[config.mk]
export PLATFORM = sky130hd
export DESIGN_NAME = serial_mantissa_adder
export DESIGN_NICKNAME = d
export VERILOG_FILES = /design/src/rtl/serial_mantissa_adder.sv
export SDC_FILE = /design/constraint.sdc
export NUM_CORES = 1
export LEC_CHECK = 0
export BUFFER_PORTS_ARGS = -buffer_cell sky130_fd_sc_hd__buf_2
export CORE_MARGIN = 4
export CORE_UTILIZATION = 55
export CTS_BUF_LIST = sky130_fd_sc_hd__clkbuf_8 sky130_fd_sc_hd__clkbuf_16
export DETAILED_ROUTE_END_ITERATION = 6
export PLACE_DENSITY_LB_ADDON = 0.3
export SLEW_MARGIN = 20
export SYNTH_ARGS = -nofsm -noshare
export SYNTH_HDL_FRONTEND = slang
export SYNTH_SLANG_ARGS = --single-unit
[constraint.sdc]
create_clock -name clk -period 1.8 [get_ports clk]
set_input_delay 0.18 -clock clk [delete_from_list [all_inputs] [get_ports clk]]
set_output_delay 0.18 -clock clk [all_outputs]
set_load 0.02 [all_outputs]
[src/rtl/serial_mantissa_adder.sv]
// Bit-serial WIDTH-bit mantissa adder: one full_adder cell iterated LSB-first, valid/ready on both sides.
// Optional subtract (a - b, cout = no borrow) enabled by defining SERIAL_SUB_EN.

module full_adder (
  input  logic a,
  input  logic b,
  input  logic cin,
  output logic s,
  output logic co
);

  assign s  = a ^ b ^ cin;
  assign co = (a & b) | (cin & (a ^ b));

endmodule

module serial_mantissa_adder #(
  parameter int WIDTH = 11
) (
  input  logic             clk,
  input  logic             rst,
  input  logic             in_valid,
  output logic             in_ready,
  input  logic [WIDTH-1:0] a,
  input  logic [WIDTH-1:0] b,
`ifdef SERIAL_SUB_EN
  input  logic             sub,
`endif
  output logic             out_valid,
  input  logic             out_ready,
  output logic [WIDTH-1:0] sum,
  output logic             cout
);

  localparam int CW = $clog2(WIDTH);
  localparam logic [CW-1:0] LAST = CW'(WIDTH - 1);

  typedef enum logic [1:0] {
    IDLE = 2'd0,
    RUN  = 2'd1,
    DONE = 2'd2
  } state_t;

  state_t           state_r;
  logic [CW-1:0]    count_r;
  logic [WIDTH-1:0] a_sr_r;
  logic [WIDTH-1:0] b_sr_r;
  logic [WIDTH-1:0] sum_r;
  logic             carry_r;
  logic             cout_r;
  logic             in_ready_r;
  logic             out_valid_r;

  logic [WIDTH-1:0] b_load_s;
  logic             carry_load_s;
  logic             fa_sum_s;
  logic             fa_cout_s;

  // Operand conditioning at accept: subtraction is a + ~b + 1
  always_comb begin
`ifdef SERIAL_SUB_EN
    b_load_s     = sub ? ~b : b;
    carry_load_s = sub;
`else
    b_load_s     = b;
    carry_load_s = 1'b0;
`endif
  end

  full_adder u_fa (
    .a   (a_sr_r[0]),
    .b   (b_sr_r[0]),
    .cin (carry_r),
    .s   (fa_sum_s),
    .co  (fa_cout_s)
  );

  // Control FSM and serial datapath; handshake flags are registered alongside the state
  always_ff @(posedge clk or posedge rst) begin
    if (rst) begin
      state_r     <= IDLE;
      count_r     <= '0;
      a_sr_r      <= '0;
      b_sr_r      <= '0;
      sum_r       <= '0;
      carry_r     <= 1'b0;
      cout_r      <= 1'b0;
      in_ready_r  <= 1'b0;
      out_valid_r <= 1'b0;
    end else begin
      case (state_r)
        IDLE: begin
          if (in_valid && in_ready_r) begin
            a_sr_r     <= a;
            b_sr_r     <= b_load_s;
            carry_r    <= carry_load_s;
            count_r    <= '0;
            in_ready_r <= 1'b0;
            state_r    <= RUN;
          end else begin
            in_ready_r <= 1'b1;
          end
        end
        RUN: begin
          sum_r   <= {fa_sum_s, sum_r[WIDTH-1:1]};
          carry_r <= fa_cout_s;
          a_sr_r  <= {1'b0, a_sr_r[WIDTH-1:1]};
          b_sr_r  <= {1'b0, b_sr_r[WIDTH-1:1]};
          if (count_r == LAST) begin
            cout_r      <= fa_cout_s;
            out_valid_r <= 1'b1;
            count_r     <= '0;
            state_r     <= DONE;
          end else begin
            count_r <= count_r + CW'(1);
          end
        end
        DONE: begin
          // No bypass: in_ready rises together with the return to IDLE
          if (out_ready) begin
            out_valid_r <= 1'b0;
            in_ready_r  <= 1'b1;
            state_r     <= IDLE;
          end else begin
            out_valid_r <= 1'b1;
          end
        end
        default: begin
          state_r     <= IDLE;
          in_ready_r  <= 1'b0;
          out_valid_r <= 1'b0;
        end
      endcase
    end
  end

  assign in_ready  = in_ready_r;
  assign out_valid = out_valid_r;
  assign sum       = sum_r;
  assign cout      = cout_r;

endmodule

==> qor.yml, run 1 <==
most-common-layout-cells: "dfrtp_1, buf_2, nand3_1, mux2i_1, o21ai_2"
slew_headroom: 0.648
grt_pass1_wl_um: 6980
crit_chain: "inv_1 > ha_1 > nand2b_2 > and2_4 > buf_12 > o21ai_2"
port-buffer-count: 39
placed_area_um2: 2370
synthCells: 174
setup_viol: 0
die_height_um: 70.1
drc: 0
gp_congestion: 0.714
maxSlewViolCount: 0
area_growth_pct: 17.4
track_usage: 0.177
final_common_cell: "dfrtp_1"
ys_top_cells_by_area: "dfrtp_1, mux2i_1, o21ai_2"
max_freq_mhz: 612
cts_buffers: 5
rr_startpoint: "state_r[0]"
grt_setup_unrepaired: "false"
register_area_um2: 1080
drive_gt1_frac: 0.372
ant_nets: 0
ir_drop_mv: 0.840
cts_tree: "yes"
hold-worst-slack_ns: -0.00911
finClkSkew_ns: 0.00514
hpwl_um: 2740
power_density_nw_per_um2: 1950
critPathArrivalTime_ns: 1.83
syn_avg_cell_area_um2: 12.2
synth_edf_count: 0
stdcell_area_um2: 2490
synthArstFlopShare: 1.00
antenna_cells: 0
tns_ns: 0
place_ws_ns: 0.165
die_area_um2: 4920
r2r_cells: 6
grt_overflow: 0
synth_seq_cells: 43
crit_required_ns: 1.99
cp-start-kind: "flip-flop"
n_fill_cell: 287
critPathKind: "flip-flop to flip-flop"
synth_top_area_cell: "dfrtp_1"
cts_sinks: 43
yosysUniqueCellTypes: 38
drt-pass1-iter-count: 4
die_w_um: 70.1
drt-initial-drc-count: 129
critPathMaxStageDelay_ns: 0.39
p_leak_nw: 1.19
fin_crit_sh: 0.907
ys_seq_area_frac: 0.507
syn_area_um2: 2120
ys_warn_count: 0
ios: 40
syn_nets: 206
crit_buf_inv: 2
cts_resized: 0
violations: "negative hold slack"
core_um2: 3690
tightest_slew_ns: 0.527
grt_max_degree: 44
period_minus_slack_ns: 1.63
wire_per_inst_um: 14.6
synth_top_cell_area_share: 0.507
nets: 249
htreeDepth: 2
antenna_found_initial: 0
worstHoldPathType: "primary input to asynchronous set/reset pin"
cp_top_family: "simple AND/OR/NAND/NOR gates"
root_buffer: "clkbuf_8"
endpoint_kind: "flip-flop"
r2r_setup_slack_ns: 0.17
cp_max_fo: 17
setup_slack_ns: 0.167
grt_pass1_vias: 1526
cts_hold_buffers: 0
cts_buffer_depth: 2
start_util: 0.575
via_count: 1469
cp_slowest_cell: "dfrtp_1"
hold_viol: 9
viasPerCell: 5.52
post_cts_buffers: 0
clk_pin_slew_ns: 0.08
multi_input_area_um2: 943
clk_latency_ns: 0.30
status: "finished, violations left"
reg2reg_to: "b_sr_r[2]"
synthFlopType: "dfrtp_1"
maxCapViolCount: 0
fp-row-count: 22
wirelength_um: 3890
## stage by stage
stage	util	power, mW	cells	hold slack [ns]
final	0.675	4.87	266	-0.00911
after global routing	0.675	5.26	266	0.0454
after CTS	0.675	4.92	266	0.00498
after detailed placement	0.643	4.14	258	0.335
after global placement	0.643	4.01	258	0.319
after floorplan	-	3.59	174	0.362
## worst max-delay path by stage
stage                       endpoint        from  depth (start not counted)
after global placement     b_sr_r[0]  state_r[0]                          6
after floorplan           count_r[1]  state_r[0]                          6
after CTS                  b_sr_r[2]  state_r[0]                          6
final                      b_sr_r[2]  state_r[0]                          6
after global routing       b_sr_r[0]  state_r[1]                          6
after detailed placement   b_sr_r[2]  state_r[0]                          6
## area by class of cell
cell class	instances	share of cell area
inverter	7	0.0105
clock inverter	2	0.0141
tap	48	0.0241
sequential	43	0.432
timing repair buffer	47	0.107
clock buffer	6	0.0331
multi-input combinational	113	0.379
## flip-flops by register name, indices dropped and copies added, names as in the netlist
name / count
state_r: 2
a_sr_r: 11
carry_r: 1
cout: 1
b_sr_r: 11
sum: 11
out_valid: 1
count_r: 4
in_ready: 1
## tightest hold or removal path, delay by kind of cell
kind	cells	cell delay [ns]
buffers and inverters	3	0.57
## cell usage after synthesis, drive strengths merged (2+ instances only)
cell	n
a21o	2
a21oi	3
buf	8
clkbuf	3
dfrtp	43
ha	5
inv	7
mux2	12
mux2i	21
nand2	2
nand3	25
nand4	2
nor3b	2
o21ai	22
## where the power goes
part | leakage (nW) | switching, mW | internal, mW
combinational | 0.591 | 1.32 | 1.06
clock | 0.0612 | 0.325 | 0.449
sequential | 0.539 | 0.284 | 1.43
total | 1.19 | 1.93 | 2.94
## logic make-up (layout without fill, tap and decap cells)
logic type	Yosys count	count (layout)	share of synthesized area
compound gates	37	37	0.143
flops	43	43	0.507
mux	33	33	0.163
fa+ha+maj	6	6	0.0389
buf+inv	18	62	0.0495
simple gates	37	37	0.0985
## routing by layer
layer  global-route usage  share of wire  up-vias
met1                0.212           0.43      708
met3               0.0604          0.058        5
met4               0.0702          0.019        0
li1                     -              -      717
met2                0.293           0.49       39
met5                    0              0        -
Power figures use the tool's default switching activity.
==> inputs of run 2 (changes only) <==
- ABC_AREA: not set -> 1
- CORE_UTILIZATION: 55 -> 54
==> run 2 against run 1 <==
- the run still ends with negative hold slack left
- synthesized area down 3.8%
- final cell count up 28%
- fmax up 4.8%
- first-iteration DRC count down 19%
- total power down 20%
- via count up 13%
- sequential power down 11%
- non-clock buffer count down 2
- synthesized cell count up 44%
- routed wire length down 4.5%
- core utilization down 2.5 points
- clock power down 20%
- critical path type unchanged
- highest routed layer unchanged
==> qor.yml, run 2 <==
status: "finished, violations left"
violations: "negative hold slack"
crit_chain: "inv_1 > ha_1 > inv_1 > nand2_1 > nand2_2 > buf_12 > inv_1 > nand2_1 > nand2_1"
nets: 323  # +30%
yosys-top-cells-count: "nand2_1, dfrtp_1, o21ai_0"
setup_viol: 0  # unchanged
synth_edf_count: 0  # unchanged
tightest_slew_ns: 0.522  # -0.00562 ns
synth_top_cell_area_share: 0.527  # +0.0202
synthCells: 251  # +44%
finClkSkew_ns: 0.00803  # +0.00288 ns
critPathArrivalTime_ns: 1.74  # -0.09 ns
cts_buffers: 5  # unchanged
antenna_found_initial: 0  # unchanged
via_count: 1665  # +13%
ios: 40  # unchanged
cts_hold_buffers: 0  # unchanged
gp_congestion: 0.742  # +3.8%
stdcell_count: 340  # +28%
synth_seq_cells: 43  # unchanged
worstHoldPathType: "primary input to asynchronous set/reset pin"
final_util: 0.650  # -0.0250
ys_warn_count: 0  # unchanged
critPathMaxStageDelay_ns: 0.39  # about the same
synth_top_area_cell: "dfrtp_1"
r2r_setup_slack_ns: 0.24  # +0.08 ns
maxSlewViolCount: 0  # unchanged
fp-row-count: 22  # unchanged
hpwl_um: 2590  # -5.4%
drive_gt1_frac: 0.188  # -0.183
grt_pass1_vias: 1559  # +2.2%
drt-initial-drc-count: 104  # -19%
post_cts_buffers: 0  # unchanged
tns_ns: 0  # unchanged
period_minus_slack_ns: 1.56  # -0.0755 ns
ys_top_cells_by_area: "dfrtp_1, nand2_1, o21ai_0"
most-common-layout-cells: "nand2_1, dfrtp_1, o21ai_0, buf_2, inv_1"
track_usage: 0.165  # -0.0118
antenna_cells: 0  # unchanged
p_leak_nw: 1.25  # +4.8%
grt_pass1_wl_um: 6540  # -6.2%
wire_per_inst_um: 10.9  # -25%
cts_sinks: 43  # unchanged
crit_required_ns: 1.99  # about the same
hold-worst-slack_ns: -0.00893  # +0.000184 ns
cp_max_fo: 51  # +34
yosysUniqueCellTypes: 19  # -50%
dp_cells: 332  # +29%
area_growth_pct: 16.7
yosysMostFrequentCell: "nand2_1"
die_area_um2: 4830  # -1.8%
htreeDepth: 2  # unchanged
critPathKind: "flip-flop to flip-flop"
grt_use_met3: 0.0667  # +0.00624
syn_nets: 283  # +37%
top_usage_layer: "met2"
grt_max_degree: 52  # +18%
drc: 0  # unchanged
endpoint_kind: "flip-flop"
die_height_um: 69.5  # -0.91%
cts_tree: "yes"
ant_nets: 0  # unchanged
cp_slowest_cell: "dfrtp_1"
grt_setup_unrepaired: "false"
slew_headroom: 0.652  # +0.00375
max_freq_mhz: 642  # +4.8%
grt_overflow: 0  # unchanged
root_buffer: "clkbuf_8"
use_met2: 0.257  # -0.0353
syn_area_um2: 2040  # -3.8%
drt-pass1-iter-count: 4  # unchanged
port-buffer-count: 39  # unchanged
cts_buffer_depth: 2  # unchanged
clk_pin_slew_ns: 0.09  # about the same
hold_viol: 21  # +12
die_w_um: 69.5  # -0.91%
clk_latency_ns: 0.30  # about the same
maxCapViolCount: 0  # unchanged
n_fill_cell: 312  # +8.7%
core_um2: 3660  # -0.75%
ys_seq_area_frac: 0.527  # +0.0202
synthArstFlopShare: 1.00  # unchanged
crit_buf_inv: 4  # +2
syn_avg_cell_area_um2: 8.13  # -33%
ir_drop_mv: 0.983  # +17%
cp_top_family: "buffers and inverters"
viasPerCell: 4.90  # -11%
cp-start-kind: "flip-flop"
place_ws_ns: 0.276  # +0.111 ns
cts_resized: 0  # unchanged
wirelength_um: 3710  # -4.5%
setup_slack_ns: 0.242  # +0.0755 ns
power_density_nw_per_um2: 1640  # -16%
final_common_cell: "nand2_1"
synthFlopType: "dfrtp_1"
fin_crit_sh: 0.865  # -0.0420
grtUsageMet1: 0.222  # +0.0106
start_util: 0.557  # -0.0179
-- run 2: final cells by class --
cell class | instances | area, um^2 | share of cell area
sequential | 43 | 1080 | 0.452
multi-input combinational | 160 | 764 | 0.321
timing repair buffer | 45 | 253 | 0.106
inverter | 36 | 135 | 0.0568
clock buffer | 5 | 68.8 | 0.0289
tap | 48 | 60.1 | 0.0252
clock inverter | 3 | 23.8 | 0.00998
-- run 2: metal layers --
metal | up-vias | share of wire
li1 | 868 | -
met1 | 760 | 0.47
met2 | 33 | 0.48
met3 | 4 | 0.047
met4 | 0 | 0.0078
met5 | - | 0
-- run 2: path summary, 6_finish.rpt --
path                             endpoint  depth (start not counted)       start
worst min-delay path               sum[6]                          3         rst
min in group clk                b_sr_r[0]                          3        b[0]
worst max register to register  a_sr_r[0]                          9  state_r[0]
max in group asynchronous            cout                          3         rst
worst max-delay path            a_sr_r[0]                          9  state_r[0]
worst min register to register     sum[0]                          2      sum[0]
-- run 2: cells by family (layout without fill, tap and decap cells) --
| family | Yosys count | count (layout) | synth area share |
|---|---|---|---|
| fa+ha+maj | 6 | 6 | 0.0405 |
| xor+xnor | 1 | 1 | 0.00429 |
| simple gates | 96 | 96 | 0.188 |
| compound gates | 57 | 57 | 0.142 |
| flops | 43 | 43 | 0.527 |
| buf+inv | 48 | 89 | 0.0981 |
-- run 2: worst reg2reg max path, cell delays in order (launching register included) --
cell and delay [ns]:
dfrtp_1 0.39, inv_1 0.08, ha_1 0.25, inv_1 0.09, nand2_1 0.08, nand2_2 0.10, buf_12 0.21, inv_1 0.11
nand2_1 0.08, nand2_1 0.06
-- run 2: per-stage QoR --
step | cell area, um^2 | total power, mW
after global routing | 2380 | 4.30
after floorplan | 2040 | 2.87
after global placement | 2290 | 3.24
after CTS | 2380 | 3.94
after detailed placement | 2290 | 3.30
final | 2380 | 3.90
-- run 2: power breakdown --
part           total (mW)  switching (mW)  internal, mW
clock               0.621           0.344         0.277
combinational        1.75            1.15         0.608
sequential           1.53           0.173          1.36
